--- config.mk ---
export PLATFORM = sky130hd
export DESIGN_NAME = uart_rx_mini
export DESIGN_NICKNAME = d
export VERILOG_FILES = /design/src/rtl/uart_rx_mini.sv
export SDC_FILE = /design/constraint.sdc
export NUM_CORES = 1
export LEC_CHECK = 0
export BUFFER_PORTS_ARGS = -buffer_cell sky130_fd_sc_hd__buf_2
export CORE_ASPECT_RATIO = 1.1
export CORE_UTILIZATION = 55
export DETAILED_ROUTE_END_ITERATION = 8
export GPL_ROUTABILITY_DRIVEN = 0
export GPL_TIMING_DRIVEN = 0
export PLACE_DENSITY = 0.81
export RECOVER_POWER = 25
export SYNTH_ARGS = -nofsm -noshare
export SYNTH_HDL_FRONTEND = slang
export SYNTH_SLANG_ARGS = --single-unit
--- constraint.sdc ---
create_clock -name clk -period 3.2 [get_ports clk]
set_input_delay 0.32 -clock clk [delete_from_list [all_inputs] [get_ports clk]]
set_output_delay 0.32 -clock clk [all_outputs]
set_load 0.01 [all_outputs]
--- src/rtl/uart_rx_mini.sv ---
// uart_rx_mini: oversampling 8N1 UART receiver with an RX FIFO, sticky error flags and an APB slave port.
// Optional feature macro: UART_RX_RTS_EN enables the registered rts flow-control output.
module uart_rx_mini #(
    parameter int BIT_CYCLES = 868,
    parameter int FIFO_DEPTH = 8
) (
    input  logic        clk,
    input  logic        rst_n,
    input  logic        apbs_psel,
    input  logic        apbs_penable,
    input  logic        apbs_pwrite,
    input  logic [15:0] apbs_paddr,
    input  logic [31:0] apbs_pwdata,
    output logic [31:0] apbs_prdata,
    output logic        apbs_pready,
    output logic        apbs_pslverr,
    input  logic        rx,
    output logic        rts,
    output logic        irq
);

    localparam int PTR_W = $clog2(FIFO_DEPTH);
    localparam int CC_W  = $clog2(BIT_CYCLES);
    localparam logic [CC_W-1:0]  CC_LAST   = CC_W'(BIT_CYCLES - 1);
    localparam logic [CC_W-1:0]  CC_HALF   = CC_W'(BIT_CYCLES / 2 - 1);
    localparam logic [PTR_W:0]   DEPTH_CNT = (PTR_W + 1)'(FIFO_DEPTH);

    typedef enum logic [2:0] {
        ST_IDLE,
        ST_START,
        ST_DATA,
        ST_STOP,
        ST_BREAK
    } state_t;

    state_t            state_q, state_d;
    logic [CC_W-1:0]   cc_q, cc_d;
    logic [2:0]        bc_q, bc_d;
    logic [7:0]        shift_q, shift_d;
    logic              rx_meta_q, rx_meta_d;
    logic              rx_s_q, rx_s_d;
    logic [PTR_W-1:0]  wptr_q, wptr_d;
    logic [PTR_W-1:0]  rptr_q, rptr_d;
    logic [PTR_W:0]    count_q, count_d;
    logic              overrun_q, overrun_d;
    logic              frame_err_q, frame_err_d;
    logic              irq_q, irq_d;
    logic [7:0]        mem_q [FIFO_DEPTH];

    logic              push;
    logic              ferr_set;
    logic              rd_access;
    logic              wr_access;
    logic              sel_data;
    logic              sel_status;
    logic              empty;
    logic              full;
    logic              pop;
    logic              accept;
    logic              ovr_set;
    logic [31:0]       count_wide;
    logic [3:0]        fill;
    logic              unused_bits;

    assign apbs_pready  = 1'b1;
    assign apbs_pslverr = 1'b0;
    assign irq          = irq_q;

    // Address and data bits outside the decoded fields are intentionally ignored.
    assign unused_bits = ^{apbs_paddr[15:4], apbs_paddr[1:0],
                           apbs_pwdata[31:4], apbs_pwdata[1:0]};

    assign rd_access  = apbs_psel & apbs_penable & ~apbs_pwrite;
    assign wr_access  = apbs_psel & apbs_penable & apbs_pwrite;
    assign sel_data   = (apbs_paddr[3:2] == 2'b00);
    assign sel_status = (apbs_paddr[3:2] == 2'b01);

    assign empty      = (count_q == '0);
    assign full       = (count_q == DEPTH_CNT);
    assign pop        = rd_access & sel_data & ~empty;
    // A pop in the same cycle frees the slot, so a push into a full FIFO still lands.
    assign accept     = push & (~full | pop);
    assign ovr_set    = push & full & ~pop;

    assign count_wide = 32'(count_q);
    assign fill       = (count_wide > 32'd15) ? 4'hF : count_wide[3:0];

    always_comb begin
        rx_meta_d = rx;
        rx_s_d    = rx_meta_q;
        state_d   = state_q;
        cc_d      = cc_q + CC_W'(1);
        bc_d      = bc_q;
        shift_d   = shift_q;
        push      = 1'b0;
        ferr_set  = 1'b0;

        case (state_q)
            ST_IDLE: begin
                cc_d = '0;
                if (!rx_s_q) begin
                    state_d = ST_START;
                end
            end
            ST_START: begin
                if (cc_q == CC_HALF) begin
                    cc_d    = '0;
                    bc_d    = '0;
                    state_d = rx_s_q ? ST_IDLE : ST_DATA;
                end
            end
            ST_DATA: begin
                if (cc_q == CC_LAST) begin
                    cc_d    = '0;
                    shift_d = {rx_s_q, shift_q[7:1]};
                    bc_d    = bc_q + 3'd1;
                    if (bc_q == 3'd7) begin
                        state_d = ST_STOP;
                    end
                end
            end
            ST_STOP: begin
                if (cc_q == CC_LAST) begin
                    cc_d = '0;
                    if (rx_s_q) begin
                        push    = 1'b1;
                        state_d = ST_IDLE;
                    end else begin
                        ferr_set = 1'b1;
                        state_d  = ST_BREAK;
                    end
                end
            end
            ST_BREAK: begin
                cc_d = '0;
                if (rx_s_q) begin
                    state_d = ST_IDLE;
                end
            end
            default: begin
                cc_d    = '0;
                state_d = ST_IDLE;
            end
        endcase
    end

    // FIFO bookkeeping and sticky flags; a flag set in the same cycle as its clear wins.
    always_comb begin
        wptr_d      = wptr_q + {{(PTR_W-1){1'b0}}, accept};
        rptr_d      = rptr_q + {{(PTR_W-1){1'b0}}, pop};
        count_d     = count_q + {{PTR_W{1'b0}}, accept} - {{PTR_W{1'b0}}, pop};
        overrun_d   = ovr_set |
                      (overrun_q & ~(wr_access & sel_status & apbs_pwdata[2]));
        frame_err_d = ferr_set |
                      (frame_err_q & ~(wr_access & sel_status & apbs_pwdata[3]));
        irq_d       = ~empty | overrun_q | frame_err_q;
    end

    always_ff @(posedge clk or negedge rst_n) begin
        if (!rst_n) begin
            state_q     <= ST_IDLE;
            cc_q        <= '0;
            bc_q        <= '0;
            shift_q     <= '0;
            rx_meta_q   <= 1'b1;
            rx_s_q      <= 1'b1;
            wptr_q      <= '0;
            rptr_q      <= '0;
            count_q     <= '0;
            overrun_q   <= 1'b0;
            frame_err_q <= 1'b0;
            irq_q       <= 1'b0;
        end else begin
            state_q     <= state_d;
            cc_q        <= cc_d;
            bc_q        <= bc_d;
            shift_q     <= shift_d;
            rx_meta_q   <= rx_meta_d;
            rx_s_q      <= rx_s_d;
            wptr_q      <= wptr_d;
            rptr_q      <= rptr_d;
            count_q     <= count_d;
            overrun_q   <= overrun_d;
            frame_err_q <= frame_err_d;
            irq_q       <= irq_d;
        end
    end

    // Storage needs no reset: pointers and count define which entries are valid.
    always_ff @(posedge clk) begin
        if (accept) begin
            mem_q[wptr_q] <= shift_q;
        end
    end

    always_comb begin
        apbs_prdata = '0;
        case (apbs_paddr[3:2])
            2'b00: begin
                if (!empty) begin
                    apbs_prdata = {24'h0, mem_q[rptr_q]};
                end
            end
            2'b01: begin
                apbs_prdata = {24'h0, fill, frame_err_q, overrun_q, full, ~empty};
            end
            default: begin
                apbs_prdata = '0;
            end
        endcase
    end

`ifdef UART_RX_RTS_EN
    logic rts_q, rts_d;

    assign rts_d = (count_q >= (PTR_W + 1)'(FIFO_DEPTH - 2));
    assign rts   = rts_q;

    always_ff @(posedge clk or negedge rst_n) begin
        if (!rst_n) begin
            rts_q <= 1'b0;
        end else begin
            rts_q <= rts_d;
        end
    end
`else
    assign rts = 1'b0;
`endif

endmodule

==> results.toml <==
[drt]
drcViolationCount = 0
via_total_after_detailed_routing = 2630
drtIter0Drc = 188
vias_per_cell = 5.378
totalWireLength_um = 8005
wl_per_cell_um = 16.37
dr.pass1.iters = 4
ant_nets = 0

[pwr]
internal-power_uw = 1960
p_switching_uw = 750.7
seq_power_share_pct = 54.8
clock_power_share_pct = 27.4
power-per-cell-area_nw_per_um2 = 518.0
leakagePower_uw = 0.002284
worst_ir_drop_vdd_mv = 0.2237
pwr-share-comb_pct = 17.9
swShare_pct = 27.69

[cells_and_area]
drive_above_1_share_pct = 27.56
area_growth_pct = 11.96
layout.filler_cells = 581
nNetsFinal = 444
layout_commonest_cell = "sky130_fd_sc_hd__edfxtp_1"
most_frequent_cells_in_the_layout = "sky130_fd_sc_hd__edfxtp_1 (64), sky130_fd_sc_hd__dfrtp_1 (37), sky130_fd_sc_hd__buf_4 (34)"
multi_input_comb_area_um2 = 1587
antennaDiodeCount = 0
finalInstanceArea_um2 = 5234
sequential_cell_area_um2 = 2900

[yosys]
yosysUniqueCellTypes = 47
count_of_flip_flops_with_a_built_in_enable_after_synthesis = 64
ys.flop_type = "sky130_fd_sc_hd__edfxtp_1"
netlist_area_um2 = 4674
synth.yosys.seq_area_share_pct = 62.04
ys_seq_elements = 103
postSynthAreaPerCell_um2 = 14.75
cells_after_synthesis = 317
async_set_or_reset_register_ratio_after_synthesis_pct = 37.86
synthesis.yosys.warnings = 0

[hold_path]
holdCritPathClass = "input pin to flop"
min_path_cells = 1
startpoint_of_the_worst_hold_path = "rx"
timing.hold.worst_endpoint = "rx_meta_q"

[setup_path]
reg2regPathDepth = 7
reg2reg_slack_ns = 0.24
critical_path.startpoint_type = "flop"
cp_data_arrival_time_ns = 3.04
crit_path_max_fanout = 7
cp-end-kind = "flop"
cp_slowest_cell = "sky130_fd_sc_hd__nor4b_2"
cp_top_family = "simple AND/OR/NAND/NOR gates"
timing.critical_path.slowest_cell_delay_ns = 0.76
timing.rr.start = "count_q[2]"
series_of_cell_instances_along_the_critical_path = "inv_1, ha_1, nor3b_1, nor4_1, o21ai_1, nor4b_2, buf_4"
worst-endpoint-required_ns = 3.29
timing.critical_path.buf_inv = 2
rr_endpoint = "mem_q[4][1]"
worst-setup-path-type = "flop to flop"

[clock_network]
cts_tree = "done"
cts_hold_repair.buffers = 0
tritoncts.num_buffers = 9
clock_tree.buffer_depth = 2
cts.sink_count = 103
clock_tree.root_cell = "sky130_fd_sc_hd__clkbuf_8"
clk_pin_slew_ns = 0.10
clock_latency_ns = 0.37
ctsHtreeMaxLevel = 3
postCtsResizedCells = 0
post-cts-setup-buffer-count = 0

[status]
outcome = "finished, violations left"
failed_checks = "max-capacitance violations, max-slew violations"

[grt]
number_of_antenna_violations_at_the_first_check_in_global_routing = 0
grt_util_all_layers_pct = 20.01
globalRouteOverflowTotal = 0
grt_max_degree = 40
first_global_vias = 2552
global_route_wire_length_before_repair_um = 13170

[placed_design]
port-buffer-count = 18
placed_area_um2 = 5056
hpwlAfterDp_um = 5675

[sta]
slew_viol_final = 40
tightest_slew_ns = 2.242
timing.final.crit_share_pct = 92.40
relSlewSlack_pct = -49.44
finalWorstPathRequiredPeriod_ns = 2.957
final.setup_skew_ns = 0.01363
setup_total_negative_slack_ns = 0
final-setup-viol-count = 0
setup_repair_after_global_routing_missed_its_margin = "no"
hold_viol_final = 0
fmax_mhz = 338.2

[floorplanning]
floorplan.core_area_um2 = 8083
floorplan.die_area_um2 = 8872
die_width_um = 89.90
site_rows = 34
dieHeight_um = 98.69
initial_core_util_pct = 57.83
io_pins = 90

[flow_run]
cap_violations = 1
layer usage:
layer	wire length [µm]	track usage [%]
met4	102	7.940
met2	4018	32.31
met1	3360	26.67
met5	0	0
met3	523	4.707
registers in the layout, summed over array words and instances, names as in the netlist, 3 cells and up:
| name | flops |
|---|---|
| mem_q | 64 |
| cc_q | 10 |
| shift_q | 8 |
| count_q | 4 |
| bc_q | 3 |
| rptr_q | 3 |
| state_q | 3 |
| wptr_q | 3 |
power by group through the flow:
stage                     Combinational (µW)  Sequential, µW  Clock, µW
after global placement                   474            1510          0
after CTS                                495            1490        760
after detailed placement                 493            1520          0
after global routing                     544            1490        813
after floorplan                          376            1510          0
final                                    484            1490        742
how the worst max path moves through the flow:
stage | startpoint | end | slack [ns] | depth (start not counted)
finish | count_q[2] | mem_q[4][1] | 0.24 | 7
global route | count_q[2] | mem_q[6][4] | 0.11 | 7
CTS | count_q[2] | mem_q[4][1] | 0.23 | 7
detailed placement | count_q[2] | mem_q[4][7] | 0.26 | 7
global placement | count_q[2] | mem_q[4][7] | -0.60 | 6
floorplan | count_q[2] | mem_q[4][0] | 0.48 | 6
logic make-up (layout without fill, tap and decap cells):
logic type / count (synthesis) / in the layout / share of synthesized area (%)
fa+ha+maj: 14 / 14 / 3.908
compound gates: 25 / 25 / 3.828
other cells: 2 / 27 / 0.1607
buf+inv: 52 / 91 / 6.558
flops: 103 / 103 / 62.04
mux: 32 / 32 / 11.35
xor+xnor: 12 / 12 / 2.248
simple gates: 77 / 77 / 9.904
Yosys cell counts (all sizes together) (3+ instances only):
cell,number,area [µm²]
nand4b,3,26.28
and4b,5,50.05
nand3,5,25.02
nor4b,3,26.28
ha,13,162.7
nor3,3,15.01
nor2,16,60.06
buf,31,227.7
inv,14,52.55
nand3b,3,22.52
mux4,16,360.4
nor3b,5,48.80
nor4,4,25.02
edfxtp,64,1922
xor2,8,70.07
dfrtp,37,925.9
mux2i,8,80.08
o22ai,4,25.02
o21ai,10,50.04
xnor2,4,35.03
clkbuf,7,26.28
nand2,17,66.32
mux2,8,90.09
final cells by class:
| cell class | count | area share [%] |
|---|---|---|
| Inverter | 14 | 1.004 |
| Buffer | 38 | 4.853 |
| Timing Repair Buffer | 23 | 2.415 |
| Multi-Input combinational cell | 187 | 30.31 |
| Sequential cell | 103 | 55.41 |
| Tap cell | 108 | 2.582 |
| Clock inverter | 7 | 1.052 |
| Clock buffer | 9 | 2.367 |
metrics by stage:
| step | total power (µW) | util, % | instances | setup slack (ns) | hold WS [ns] |
|---|---|---|---|---|---|
| 2_1_floorplan | 1884 | - | 342 | 0.4833 | 0.02441 |
| 3_3_place_gp | 1987 | 61.78 | 468 | -0.6013 | 0.3464 |
| 3_5_place_dp | 2009 | 62.55 | 473 | 0.2612 | 0.3536 |
| 4_1_cts | 2741 | 64.77 | 489 | 0.2300 | 0.01923 |
| 5_1_grt | 2848 | 64.75 | 489 | 0.1116 | 0.02298 |
| 6_report | 2711 | 64.75 | 489 | 0.2431 | 0.03545 |
Power figures use the tool's default switching activity.
